File: config.mk
export PLATFORM = sky130hd
export DESIGN_NAME = adsr_note_sequencer_flat
export DESIGN_NICKNAME = d
export VERILOG_FILES = /design/src/rtl/adsr_note_sequencer_if.sv /design/src/rtl/adsr_note_sequencer.sv /design/src/flat_wrapper.sv
export SDC_FILE = /design/constraint.sdc
export NUM_CORES = 1
export LEC_CHECK = 0
export CAP_MARGIN = 20
export CORE_AREA = 2 2 289 291
export CTS_CLUSTER_DIAMETER = 200
export CTS_CLUSTER_SIZE = 30
export DETAILED_ROUTE_END_ITERATION = 6
export DIE_AREA = 0 0 291 293
export GPL_ROUTABILITY_DRIVEN = 0
export PLACE_DENSITY_LB_ADDON = 0.12
export SKIP_LAST_GASP = 1
export SLEW_MARGIN = 10
export SYNTH_ARGS = -nofsm -noshare
export SYNTH_HDL_FRONTEND = slang
export SYNTH_SLANG_ARGS = --single-unit
File: constraint.sdc
create_clock -name clk -period 11.7 [get_ports clk]
set_clock_uncertainty 0.1 [all_clocks]
set_input_delay 2.34 -clock clk [delete_from_list [all_inputs] [get_ports clk]]
set_output_delay 2.34 -clock clk [all_outputs]
set_load 0.01 [all_outputs]
File: src/rtl/adsr_note_sequencer_if.sv
// ---------------------------------------------------------------------------
// adsr_note_sequencer_if
//
// MMIO slot bus for the ADSR note sequencer.
//
// Bus semantics: a write happens in every cycle where cs & write are high,
// with addr/wr_data sampled on that rising clk edge. There is no wait state
// and no back-pressure. rd_data is combinational from addr and is valid
// whenever cs is high. Reads have no side effects, so read is informational.
//
// Signals:
//   cs       slot select
//   read     read strobe
//   write    write strobe
//   addr     register address (only addr[1:0] is decoded)
//   wr_data  write data
//   rd_data  read data, driven by the slave
// ---------------------------------------------------------------------------
interface adsr_note_sequencer_if;
    logic        cs;
    logic        read;
    logic        write;
    logic [4:0]  addr;
    logic [31:0] wr_data;
    logic [31:0] rd_data;

    modport master (
        output cs, read, write, addr, wr_data,
        input  rd_data
    );

    modport slave (
        input  cs, read, write, addr, wr_data,
        output rd_data
    );
endinterface

File: src/rtl/adsr_note_sequencer.sv
// ---------------------------------------------------------------------------
// adsr_note_sequencer
//
// Queues DDS frequency control words written over MMIO and plays them
// back-to-back through an ADSR envelope unit. For each note: pop an FCW and
// drive it onto focw, pulse adsr_start for one cycle, wait for the envelope
// to run (adsr_idle low, then high again), then hold a programmable silent
// gap before the next note.
//
// Ports:
//   clk          system clock
//   reset        asynchronous, active-high reset
//   bus          MMIO slot bus (slave side)
//   adsr_idle    high while the ADSR unit is idle
//   adsr_start   one-cycle start pulse to the ADSR unit
//   focw         FCW of the current note, to the DDS
//   note_active  high from the start pulse until the envelope ends
//   state_dbg_o  current sequencer FSM state
//
// Register map (addr[1:0]):
//   0  W: push wr_data[FCW_W-1:0] into the note FIFO
//      R: {count @12:8, ovf @3, busy @2, full @1, empty @0}
//   1  RW: gap length in clk cycles (gap of N gives N+1 silent cycles)
//   2  W: run = wr_data[0], flush FIFO if wr_data[1], clear ovf if wr_data[2]
//      R: {31'b0, run}
//   3  R: current focw, zero-extended
// ---------------------------------------------------------------------------
module adsr_note_sequencer #(
    parameter int FIFO_DEPTH_LOG2 = 4,
    parameter int FCW_W           = 26,
    parameter int BUSY_TIMEOUT    = 4
) (
    input  logic                 clk,
    input  logic                 reset,
    adsr_note_sequencer_if.slave bus,
    input  logic                 adsr_idle,
    output logic                 adsr_start,
    output logic [FCW_W-1:0]     focw,
    output logic                 note_active,
    output logic [2:0]           state_dbg_o
);

    localparam int DEPTH = 1 << FIFO_DEPTH_LOG2;
    localparam int CW    = FIFO_DEPTH_LOG2 + 1;

    typedef enum logic [2:0] {
        S_IDLE      = 3'd0,
        S_START     = 3'd1,
        S_WAIT_BUSY = 3'd2,
        S_PLAY      = 3'd3,
        S_GAP       = 3'd4
    } state_t;

    // ---------------------------------------------------------------------
    // Register decode
    // ---------------------------------------------------------------------
    logic wr_en;
    logic push_req;
    logic gap_we;
    logic ctrl_we;
    logic flush;

    assign wr_en    = bus.cs & bus.write;
    assign push_req = wr_en & (bus.addr[1:0] == 2'd0);
    assign gap_we   = wr_en & (bus.addr[1:0] == 2'd1);
    assign ctrl_we  = wr_en & (bus.addr[1:0] == 2'd2);
    assign flush    = ctrl_we & bus.wr_data[1];

    // read is informational only and the upper address bits are not decoded
    logic unused_bus;
    assign unused_bus = &{1'b0, bus.read, bus.addr[4:2]};

    // ---------------------------------------------------------------------
    // Control registers
    // ---------------------------------------------------------------------
    logic [31:0] gap_q;
    logic        run_q;

    always_ff @(posedge clk or posedge reset) begin
        if (reset) begin
            gap_q <= '0;
            run_q <= 1'b0;
        end else begin
            if (gap_we) begin
                gap_q <= bus.wr_data;
            end
            if (ctrl_we) begin
                run_q <= bus.wr_data[0];
            end
        end
    end

    // ---------------------------------------------------------------------
    // Note FIFO
    // ---------------------------------------------------------------------
    logic [FCW_W-1:0]           mem_q [DEPTH];
    logic [FIFO_DEPTH_LOG2-1:0] wr_ptr_q, wr_ptr_d;
    logic [FIFO_DEPTH_LOG2-1:0] rd_ptr_q, rd_ptr_d;
    logic [CW-1:0]              count_q, count_d;
    logic                       ovf_q, ovf_d;
    logic                       fifo_empty;
    logic                       fifo_full;
    logic                       pop;
    logic                       push_ok;

    assign fifo_empty = (count_q == '0);
    assign fifo_full  = (count_q == CW'(DEPTH));

    // A push into a full FIFO still fits if the sequencer pops this cycle.
    assign push_ok = push_req & (~fifo_full | pop);

    always_comb begin
        wr_ptr_d = wr_ptr_q;
        rd_ptr_d = rd_ptr_q;
        count_d  = count_q;
        ovf_d    = ovf_q;

        if (flush) begin
            // Flush wins over any push; a pop this cycle still hands its
            // entry to the sequencer before the queue is emptied.
            wr_ptr_d = '0;
            rd_ptr_d = '0;
            count_d  = '0;
        end else begin
            if (push_ok) begin
                wr_ptr_d = wr_ptr_q + 1'b1;
            end
            if (pop) begin
                rd_ptr_d = rd_ptr_q + 1'b1;
            end
            case ({push_ok, pop})
                2'b10:   count_d = count_q + CW'(1);
                2'b01:   count_d = count_q - CW'(1);
                default: count_d = count_q;
            endcase
        end

        if (ctrl_we & bus.wr_data[2]) begin
            ovf_d = 1'b0;
        end else if (push_req & fifo_full & ~pop) begin
            ovf_d = 1'b1;
        end
    end

    always_ff @(posedge clk or posedge reset) begin
        if (reset) begin
            wr_ptr_q <= '0;
            rd_ptr_q <= '0;
            count_q  <= '0;
            ovf_q    <= 1'b0;
        end else begin
            wr_ptr_q <= wr_ptr_d;
            rd_ptr_q <= rd_ptr_d;
            count_q  <= count_d;
            ovf_q    <= ovf_d;
        end
    end

    // Storage is not reset: only entries between the pointers are ever read.
    always_ff @(posedge clk) begin
        if (push_ok & ~flush) begin
            mem_q[wr_ptr_q] <= bus.wr_data[FCW_W-1:0];
        end
    end

    // ---------------------------------------------------------------------
    // Sequencer FSM
    // ---------------------------------------------------------------------
    state_t           state_q, state_d;
    logic [31:0]      cnt_q, cnt_d;
    logic             note_active_q, note_active_d;
    logic [FCW_W-1:0] focw_q, focw_d;

    always_ff @(posedge clk or posedge reset) begin
        if (reset) begin
            state_q       <= S_IDLE;
            cnt_q         <= '0;
            note_active_q <= 1'b0;
            focw_q        <= '0;
        end else begin
            state_q       <= state_d;
            cnt_q         <= cnt_d;
            note_active_q <= note_active_d;
            focw_q        <= focw_d;
        end
    end

    // cnt_q is shared: busy-wait timeout in WAIT_BUSY, remaining gap in GAP.
    always_comb begin
        state_d       = state_q;
        cnt_d         = cnt_q;
        note_active_d = note_active_q;
        focw_d        = focw_q;
        pop           = 1'b0;
        adsr_start    = 1'b0;

        case (state_q)
            S_IDLE: begin
                if (run_q & ~fifo_empty & adsr_idle) begin
                    pop           = 1'b1;
                    focw_d        = mem_q[rd_ptr_q];
                    note_active_d = 1'b1;
                    state_d       = S_START;
                end
            end

            S_START: begin
                adsr_start = 1'b1;
                cnt_d      = '0;
                state_d    = S_WAIT_BUSY;
            end

            S_WAIT_BUSY: begin
                if (~adsr_idle) begin
                    state_d = S_PLAY;
                end else if (cnt_q + 32'd1 == 32'(BUSY_TIMEOUT)) begin
                    // Envelope never went busy: treat it as zero length.
                    note_active_d = 1'b0;
                    cnt_d         = gap_q;
                    state_d       = S_GAP;
                end else begin
                    cnt_d = cnt_q + 32'd1;
                end
            end

            S_PLAY: begin
                if (adsr_idle) begin
                    note_active_d = 1'b0;
                    cnt_d         = gap_q;
                    state_d       = S_GAP;
                end
            end

            S_GAP: begin
                // Gap length is latched on entry, so later gap writes only
                // affect the next note.
                if (cnt_q == '0) begin
                    state_d = S_IDLE;
                end else begin
                    cnt_d = cnt_q - 32'd1;
                end
            end

            default: begin
                state_d = S_IDLE;
            end
        endcase
    end

    assign focw        = focw_q;
    assign note_active = note_active_q;
    assign state_dbg_o = state_q;

    // ---------------------------------------------------------------------
    // Read mux
    // ---------------------------------------------------------------------
    logic        busy;
    logic [31:0] rd_data;

    assign busy = (state_q != S_IDLE);

    always_comb begin
        rd_data = '0;
        case (bus.addr[1:0])
            2'd0: begin
                rd_data[8 +: CW] = count_q;
                rd_data[3]       = ovf_q;
                rd_data[2]       = busy;
                rd_data[1]       = fifo_full;
                rd_data[0]       = fifo_empty;
            end
            2'd1:    rd_data = gap_q;
            2'd2:    rd_data[0] = run_q;
            default: rd_data[FCW_W-1:0] = focw_q;
        endcase
    end

    assign bus.rd_data = rd_data;

endmodule
File: src/flat_wrapper.sv
// flat-port wrapper written by rule: the top's interface ports become plain ports
module adsr_note_sequencer_flat 
#(
    parameter int FIFO_DEPTH_LOG2 = 4,
    parameter int FCW_W           = 26,
    parameter int BUSY_TIMEOUT    = 4
)
  (clk, reset, adsr_idle, adsr_start, focw, note_active, state_dbg_o, bus_cs, bus_read, bus_write, bus_addr, bus_wr_data, bus_rd_data);
  adsr_note_sequencer_if bus_i ();
  input  logic clk;
  input  logic reset;
  input  logic adsr_idle;
  output logic adsr_start;
  output logic [FCW_W-1:0] focw;
  output logic note_active;
  output logic [2:0] state_dbg_o;
  input wire logic [$bits(bus_i.cs)-1:0] bus_cs;
  input wire logic [$bits(bus_i.read)-1:0] bus_read;
  input wire logic [$bits(bus_i.write)-1:0] bus_write;
  input wire logic [$bits(bus_i.addr)-1:0] bus_addr;
  input wire logic [$bits(bus_i.wr_data)-1:0] bus_wr_data;
  output wire logic [$bits(bus_i.rd_data)-1:0] bus_rd_data;
  assign bus_i.cs = bus_cs;
  assign bus_i.read = bus_read;
  assign bus_i.write = bus_write;
  assign bus_i.addr = bus_addr;
  assign bus_i.wr_data = bus_wr_data;
  assign bus_rd_data = bus_i.rd_data;
  adsr_note_sequencer #(.FIFO_DEPTH_LOG2(FIFO_DEPTH_LOG2), .FCW_W(FCW_W), .BUSY_TIMEOUT(BUSY_TIMEOUT)) u_core (.clk(clk), .reset(reset), .bus(bus_i), .adsr_idle(adsr_idle), .adsr_start(adsr_start), .focw(focw), .note_active(note_active), .state_dbg_o(state_dbg_o));
endmodule
==> flow_summary_export.csv, run 1 <==
group,metric,value,unit
outcome,status,"completed",
worst_setup_path,ff2ff_setup_slack,7.34,ns
finish,drive_above_1_share,19.81,%
finish,final_nets,1600,
worst_setup_path,worstReg2RegStart,"u_core.state_dbg_o[0]",
sta,worstMarginPinSlew,1.110,ns
logic_synthesis,synth_seq_area_share,64.58,%
die,start_util,28.80,%
global_routing,grt_max_degree,71,
logic_synthesis,ys_types,88,
die,die_area,0.08526,mm^2
global_routing,grt_overflow,0,
sta,fmax,143.0,MHz
logic_synthesis,synth_edf_count,416,
drt,wirelength,72560,um
drt,num_vias,13780,
sta,whs,0.4306,ns
clock_network,ctsHtreeMaxLevel,1,
clock_network,cts_hold_buf,0,
finish,fin_area,0.02637,mm^2
clock_network,cts.sink_count,525,
clock_network,cts_buffer_depth,3,
clock_network,post_cts_buffers,0,
sta,slew_headroom,26.01,%
logic_synthesis,synth_nets,1549,
sta,hold_viol,0,
power_and_ir_drop,p_per_area,125.3,mW/mm^2
hold_path,hold_class,"reg -> reg",
finish,fin_cells,2630,
worst_setup_path,worstPathMaxFanout,32,
die,die_w,291,um
clock_network,clk_latency,0.59,ns
drt,wire_per_inst,27.59,um
drt,drt-pass1-iter-count,5,
worst_setup_path,critical_path_class,"in -> out",
worst_setup_path,end_kind,"output pin",
hold_path,holdPathStages,2,
finish,utilization,32.22,%
clock_network,cts_tree,"built",
sta,period_needed,6.994,ns
finish,synthToLayoutAreaGrowth,11.90,%
finish,diodes,0,
global_routing,grt_pass1_wl,104500,um
power_and_ir_drop,power.leakage,0.008318,uW
sta,setup_violations,0,
sta,tns,0,ns
placed_design,port_buffers,101,
global_routing,antenna_found_initial,3,
placed_design,placed_cell_area,0.02577,mm^2
sta,min_period_over_period,59.78,%
worst_setup_path,cp.arrival,4.55,ns
worst_setup_path,cp_data_required_time,9.26,ns
logic_synthesis,syn_area,0.02357,mm^2
die,ios,106,
finish,layout_commonest_cell,"edfxtp_1",
drt,drt-initial-drc-count,1218,
logic_synthesis,synth_seq_cells,525,
hold_path,hp-start,"u_core.focw[23]",
clock_network,cts_resized,0,
logic_synthesis,postSynthCellCount,1495,
logic_synthesis,yosysTopAreaCellShare,53.00,%
die,core-area,0.08185,mm^2
power_and_ir_drop,ir_worst_vdd,0.1183,mV
global_routing,track_usage,16.81,%
logic_synthesis,yosysTopAreaCell,"edfxtp_1",
worst_setup_path,worstRegToRegCells,9,
job,drv_cap,0,
logic_synthesis,synth_flop_cell,"edfxtp_1",
hold_path,min_to,"u_core.focw[23]",
die,die_h,293,um
logic_synthesis,async_reset_ff_share,20.76,%
global_routing,grt_pass1_vias,14050,
worst_setup_path,worst_setup_path_start_kind,"input pin",
die,std_cell_rows,105,
logic_synthesis,synth_area_leaders,"edfxtp_1 53%, dfrtp_1 12%, mux4_2 11%",
sta,drv_slew,0,
drt,ant_nets,0,
placed_design,dp.cells,2593,
worst_setup_path,r2r-end,"u_core.mem_q[11][14]",
placed_design,dp_hpwl,43770,um
clock_network,root_buffer,"clkbuf_16",
drt,drc,0,
logic_synthesis,syn_area_per_cell,15.77,um^2
clock_network,cts_buffers,21,
clock_network,clk_pin_slew,0.12,ns
drt,via_per_inst,5.240,
finish,final_cell_mix,"416 x edfxtp_1, 119 x mux4_2, 106 x dfrtp_1",
logic_synthesis,yosysWarnings,0,
sta,rsz0062_at_grt,"false",
## flip-flops by register name, summed over array words and instances (netlist names)
signal,cells
u_core.run_q,1
u_core.state_dbg_o,3
u_core.wr_ptr_q,4
u_core.count_q,5
u_core.gap_q,32
u_core.note_active,1
u_core.mem_q,416
u_core.rd_ptr_q,4
u_core.ovf_q,1
u_core.focw,26
u_core.cnt_q,32
## worst max-delay path, stage by stage
cell             delay, ns
buf_2                 0.07
buf_4                 0.49
and2_1                0.55
nand2_1               0.09
o21ai_0               0.30
clkdlybuf4s50_1       0.69
## layer usage
| layer | GRT usage (%) | up-vias | wire length, um |
|---|---|---|---|
| met2 | 28.53 | 302 | 35570 |
| li1 | - | 6018 | - |
| met4 | 2.755 | 2 | 1067 |
| met5 | 0 | - | 11 |
| met3 | 1.641 | 54 | 2733 |
| met1 | 23.74 | 7406 | 33180 |
## Yosys cell counts (5+ instances only)
library cell  count
a21oi_1          39
a221oi_1          6
a22oi_1           6
a31oi_1           6
and2_1           26
and3_1           20
buf_1            18
buf_2            17
clkbuf_1         64
dfrtp_1         109
edfxtp_1        416
ha_1             11
inv_1            14
mux2_2           55
mux2i_1          43
mux4_2          119
nand2_1          94
nand2b_1         12
nand3_1          32
nand4_1          17
nor2_1           47
nor2b_1          21
nor3_1           27
nor4_1           23
o211ai_1         15
o21ai_0          47
o21ai_2           5
o221ai_1         14
o22ai_1           7
o22ai_2           8
or2_2             6
or3_1            12
or4_1             5
xnor2_1          16
xor2_1           13
## worst max-delay path by stage
stage | startpoint | slack (ns) | to
finish | bus_addr[0] | 4.71 | bus_rd_data[1]
floorplan | bus_addr[1] | 5.68 | bus_rd_data[13]
global route | bus_addr[0] | 4.66 | bus_rd_data[1]
CTS | bus_addr[1] | 4.72 | bus_rd_data[26]
detailed placement | bus_addr[0] | 4.72 | bus_rd_data[10]
global placement | bus_addr[1] | 4.73 | bus_rd_data[30]
## report_power, final
group          internal [uW]  switching, uW
clock network            351            587
logic                    103            130
registers               2060           74.2
## cells by family after synthesis
family / after synthesis / share of synthesized area, %
buffers and inverters: 122 / 2.224
AND/OR/NAND/NOR: 372 / 8.659
multiplexers: 217 / 15.83
adder cells (fa/ha/maj): 11 / 0.5839
flip-flops: 525 / 64.58
XOR/XNOR: 31 / 1.216
AO/OA/AOI/OAI: 217 / 6.917
## cell type report
| cell class | count | area, um^2 |
|---|---|---|
| clock buffer | 36 | 581.8 |
| tap | 1070 | 1339 |
| sequential | 525 | 15230 |
| multi-input combinational | 848 | 7886 |
| inverter | 15 | 61.31 |
| clock inverter | 1 | 16.27 |
| fill | 7989 | 55470 |
| timing repair buffer | 135 | 1260 |
## metrics by stage
stage / power (uW) / setup slack (ns)
final: 3304 / 4.706
after global routing: 3432 / 4.663
after CTS: 3352 / 4.720
after detailed placement: 2417 / 4.719
after global placement: 2412 / 4.731
after floorplan: 2261 / 5.681
Note: power is estimated with default switching activity, not from simulation.
==> run 2: changes to the inputs <==
==> constraint.sdc (replaced) <==
create_clock -name clk -period 6.2 [get_ports clk]
set_clock_uncertainty 0.1 [all_clocks]
set_input_delay 1.24 -clock clk [delete_from_list [all_inputs] [get_ports clk]]
set_output_delay 1.24 -clock clk [all_outputs]
set_load 0.01 [all_outputs]
==> flow_summary_export.csv, run 2 (synthesis results as in run 1) <==
group,metric,value,unit
outcome,status,"completed",
finish,top_register,"u_core.mem_q",
sta,drv_slew,0,
drt,ant_nets,0,
sta,rsz0062_at_grt,"false",
clock_network,post_cts_buffers,0,
die,die_h,293,um
die,std_cell_rows,105,
power_and_ir_drop,p_int,4742,uW
power_and_ir_drop,p_per_area,236.0,mW/mm^2
global_routing,grt_pass1_vias,13880,
worst_setup_path,cp_data_required_time,4.86,ns
sta,worstMarginPinSlew,1.106,ns
global_routing,grt_pass1_wl,102700,um
placed_design,dp.cells,2597,
clock_network,cts_buffer_depth,3,
finish,layout_commonest_cell,"edfxtp_1",
finish,top_regs,"u_core.mem_q (416), u_core.cnt_q (32), u_core.gap_q (32)",
die,die_w,291,um
worst_setup_path,critical_path_class,"in -> out",
finish,diodes,0,
worst_setup_path,worstPathMaxFanout,32,
drt,wirelength,70490,um
finish,synthToLayoutAreaGrowth,12.07,%
sta,min_period_over_period,81.11,%
die,ios,106,
power_and_ir_drop,p_sw,1492,uW
power_and_ir_drop,ir_worst_vdd,0.1470,mV
finish,largest_reg_flops,416,
clock_network,cts.sink_count,525,
drt,drt-pass1-iter-count,5,
power_and_ir_drop,switching_share,23.94,%
power_and_ir_drop,power.share.clock,28.3,%
global_routing,antenna_found_initial,2,
sta,period_needed,5.029,ns
clock_network,clk_pin_slew,0.12,ns
finish,fin_cells,2634,
finish,final_nets,1604,
placed_design,dp_hpwl,43940,um
global_routing,grt_overflow,0,
die,start_util,28.80,%
sta,tns,0,ns
drt,num_vias,13610,
clock_network,ctsHtreeMaxLevel,1,
power_and_ir_drop,seqPwrFrac,64.7,%
drt,via_per_inst,5.165,
placed_design,port_buffers,101,
hold_path,hold_class,"reg -> reg",
global_routing,grt_max_degree,116,
sta,slew_headroom,26.29,%
global_routing,track_usage,16.42,%
clock_network,cts_buffers,21,
clock_network,root_buffer,"clkbuf_16",
die,core-area,0.08185,mm^2
power_and_ir_drop,power.leakage,0.008343,uW
die,die_area,0.08526,mm^2
clock_network,cts_resized,0,
sta,hold_viol,0,
finish,final_cell_mix,"416 x edfxtp_1, 119 x mux4_2, 106 x dfrtp_1",
sta,fmax,198.8,MHz
worst_setup_path,cp.arrival,3.69,ns
clock_network,cts_hold_buf,0,
drt,wire_per_inst,26.76,um
power_and_ir_drop,comb_power_share,7.0,%
clock_network,clk_latency,0.58,ns
sta,setup_violations,0,
worst_setup_path,worst_setup_path_start_kind,"input pin",
finish,drive_above_1_share,20.08,%
worst_setup_path,end_kind,"output pin",
job,drv_cap,0,
clock_network,cts_tree,"built",
drt,drc,0,
drt,drt-initial-drc-count,1111,
run 2: cell count changes in the layout (fill, tap and decap cells not counted), sizes merged:
cell      change
buf           +4
clkinvlp      +1
clkbuf        -1
run 2: worst paths after layout:
kind                       cells after the start  slack, ns                end         startpoint
min reg2reg                                    2       0.43    u_core.focw[25]    u_core.focw[25]
max                                            5       1.17     bus_rd_data[1]        bus_addr[0]
max reg2reg                                   15       2.07  u_core.count_q[4]  u_core.count_q[1]
min                                            2       0.43    u_core.focw[25]    u_core.focw[25]
min in group asynchronous                      2       1.11   u_core.cnt_q[18]              reset
max in group asynchronous                      3       3.78  u_core.count_q[2]              reset
run 2: worst max-delay path, cell delays in order:
cell             delay, ns
buf_2                 0.75
and2_1                0.65
nand2_1               0.10
o21ai_0               0.27
clkdlybuf4s50_1       0.68
run 2: cell type report:
type / count / area (um^2)
clock inverter: 2 / 18.77
timing repair buffer: 139 / 1303
multi-input combinational: 848 / 7886
fill: 8021 / 55430
sequential: 525 / 15230
tap: 1070 / 1339
clock buffer: 35 / 578.1
inverter: 15 / 61.31
run 2: through the flow:
stage / utilization [%] / setup WS [ns] / instance area (um^2) / hold WS, ns / power (uW)
after floorplan: - / 1.986 / 23570 / 0.3677 / 4267
after global placement: 31.53 / 1.133 / 25810 / 0.4194 / 4555
after detailed placement: 31.54 / 1.177 / 25820 / 0.4122 / 4562
after CTS: 32.27 / 1.174 / 26410 / 0.4399 / 6325
after global routing: 32.27 / 1.052 / 26410 / 0.4502 / 6479
final: 32.27 / 1.171 / 26410 / 0.4321 / 6234
run 2: power groups by stage:
stage | Combinational, uW | Clock, uW | Sequential, uW
finish | 438 | 1760 | 4030
global placement | 441 | 0 | 4110
global route | 484 | 1950 | 4050
detailed placement | 448 | 0 | 4110
floorplan | 255 | 0 | 4010
CTS | 450 | 1840 | 4040
run 2: layer usage:
layer / vias up / global-route usage [%] / share of wire (%)
met5: - / 0 / 0.018
met4: 2 / 2.022 / 0.88
met3: 39 / 1.354 / 3.1
met2: 285 / 28.54 / 50
met1: 7251 / 23.04 / 46
li1: 6028 / - / -
==> run 3: changes to the inputs <==
==> constraint.sdc (replaced) <==
create_clock -name clk -period 4.8 [get_ports clk]
set_clock_uncertainty 0.1 [all_clocks]
set_input_delay 0.96 -clock clk [delete_from_list [all_inputs] [get_ports clk]]
set_output_delay 0.96 -clock clk [all_outputs]
set_load 0.01 [all_outputs]
==> flow_summary_export.csv, run 3 (synthesis results as in run 1) <==
group,metric,value,unit
outcome,status,"completed",
clock_network,root_buffer,"clkbuf_16",
finish,layout_commonest_cell,"edfxtp_1",
clock_network,cts.sink_count,525,
worst_setup_path,critical_path_class,"reg -> out",
drt,wire_per_inst,27.29,um
finish,diodes,0,
sta,fmax,257.1,MHz
global_routing,grt_pass1_vias,14050,
die,die_area,0.08526,mm^2
die,ios,106,
sta,period_needed,3.890,ns
sta,hold_viol,0,
placed_design,dp_hpwl,45560,um
worst_setup_path,worstPathMaxFanout,9,
sta,worstMarginPinSlew,1.019,ns
clock_network,ctsHtreeMaxLevel,1,
global_routing,grt_overflow,0,
die,die_w,291,um
finish,top_regs,"u_core.mem_q (416), u_core.cnt_q (32), u_core.gap_q (32)",
power_and_ir_drop,power.share.clock,28.4,%
sta,min_period_over_period,81.04,%
clock_network,post_cts_buffers,0,
die,die_h,293,um
finish,final_nets,1616,
finish,final_cell_mix,"416 x edfxtp_1, 119 x mux4_2, 106 x dfrtp_1",
worst_setup_path,worst_setup_path_start_kind,"flip-flop",
power_and_ir_drop,comb_power_share,7.2,%
global_routing,antenna_found_initial,3,
clock_network,cts_resized,0,
clock_network,clk_latency,0.58,ns
drt,drc,0,
placed_design,port_buffers,101,
sta,slew_headroom,31.44,%
drt,wirelength,72200,um
finish,utilization,32.65,%
power_and_ir_drop,power.leakage,0.008460,uW
global_routing,grt_pass1_wl,104600,um
finish,synthToLayoutAreaGrowth,13.39,%
die,core-area,0.08185,mm^2
finish,top_register,"u_core.mem_q",
die,start_util,28.80,%
job,drv_cap,0,
drt,num_vias,13850,
power_and_ir_drop,p_int,6146,uW
sta,rsz0062_at_grt,"false",
power_and_ir_drop,p_sw,1921,uW
global_routing,track_usage,16.72,%
clock_network,cts_buffers,21,
drt,drt-pass1-iter-count,5,
sta,tns,0,ns
sta,drv_slew,0,
power_and_ir_drop,ir_worst_vdd,0.1891,mV
worst_setup_path,cp.arrival,2.83,ns
finish,n_fill_cell,7955,
clock_network,cts_tree,"built",
worst_setup_path,cp_data_required_time,3.74,ns
worst_setup_path,end_kind,"output pin",
power_and_ir_drop,switching_share,23.81,%
sta,setup_violations,0,
finish,drive_above_1_share,20.56,%
drt,drt-initial-drc-count,1104,
drt,via_per_inst,5.235,
clock_network,cts_buffer_depth,3,
clock_network,clk_pin_slew,0.12,ns
die,std_cell_rows,105,
hold_path,hold_class,"reg -> reg",
power_and_ir_drop,seqPwrFrac,64.4,%
clock_network,cts_hold_buf,0,
finish,largest_reg_flops,416,
drt,ant_nets,0,
power_and_ir_drop,p_per_area,301.8,mW/mm^2
global_routing,grt_max_degree,71,
[run 3: cell types whose count changed in the layout (fill, tap and decap cells not counted)]
| cell | before | now |
|---|---|---|
| buf_6 | 1 | 0 |
| nor2_1 | 45 | 46 |
| buf_4 | 36 | 31 |
| a21oi_2 | 1 | 0 |
| buf_8 | 0 | 1 |
| buf_12 | 1 | 18 |
| nor2_2 | 2 | 1 |
| clkinv_8 | 0 | 1 |
| clkinvlp_4 | 1 | 0 |
| a21oi_1 | 38 | 39 |
| inv_8 | 1 | 0 |
| clkbuf_8 | 0 | 1 |
[run 3: worst max-delay path, stage by stage (launching register included)]
cell             delay, ns
dfrtp_1               0.55
nor3_1                0.49
nor2_1                0.09
a21oi_1               0.29
o21ai_0               0.28
clkdlybuf4s50_1       0.56
[run 3: power groups by stage]
| stage | Sequential (uW) | Combinational, uW | Clock [uW] |
|---|---|---|---|
| 6_report | 5200 | 580 | 2290 |
| 5_1_grt | 5220 | 636 | 2530 |
| 4_1_cts | 5210 | 592 | 2390 |
| 3_5_place_dp | 5310 | 589 | 0 |
| 3_3_place_gp | 5300 | 583 | 0 |
| 2_1_floorplan | 5180 | 329 | 0 |
[run 3: worst paths after layout]
path	slack, ns	endpoint	depth (start not counted)	from
setup / recovery	0.91	bus_rd_data[2]	5	u_core.state_dbg_o[1]
hold / removal	0.44	u_core.focw[23]	2	u_core.focw[23]
setup reg to reg	0.93	u_core.count_q[4]	13	u_core.count_q[1]
hold reg to reg	0.44	u_core.focw[23]	2	u_core.focw[23]
max in group asynchronous	3.05	u_core.gap_q[31]	3	reset
min in group asynchronous	0.71	u_core.cnt_q[28]	2	reset
[run 3: routing by layer]
layer / wire (um) / part of all wire [%] / GRT usage (%) / vias to the layer above
li1: - / - / - / 6047
met1: 33280 / 46 / 23.61 / 7454
met2: 35680 / 49 / 28.46 / 298
met3: 2203 / 3.1 / 1.520 / 48
met4: 1010 / 1.4 / 2.768 / 4
met5: 24 / 0.033 / 0 / -
[run 3: cell type report]
| type | count | area [um^2] | share of cell area, % |
|---|---|---|---|
| sequential | 525 | 15230 | 56.98 |
| multi-input combinational | 848 | 7880 | 29.49 |
| timing repair buffer | 151 | 1609 | 6.021 |
| tap | 1070 | 1339 | 5.009 |
| clock buffer | 36 | 591.8 | 2.214 |
| inverter | 15 | 61.31 | 0.2294 |
| clock inverter | 1 | 16.27 | 0.06086 |
[run 3: stage by stage]
stage | setup slack, ns | power, uW | area, um^2 | hold WS [ns] | std cells
finish | 0.9100 | 8067 | 26730 | 0.4359 | 2646
global route | 0.7319 | 8387 | 26730 | 0.4754 | 2646
CTS | 0.9022 | 8184 | 26680 | 0.4449 | 2643
detailed placement | 0.6241 | 5896 | 26080 | 0.4167 | 2606
global placement | 0.5747 | 5883 | 26080 | 0.4169 | 2606
floorplan | 0.8661 | 5511 | 23570 | 0.3677 | 1495
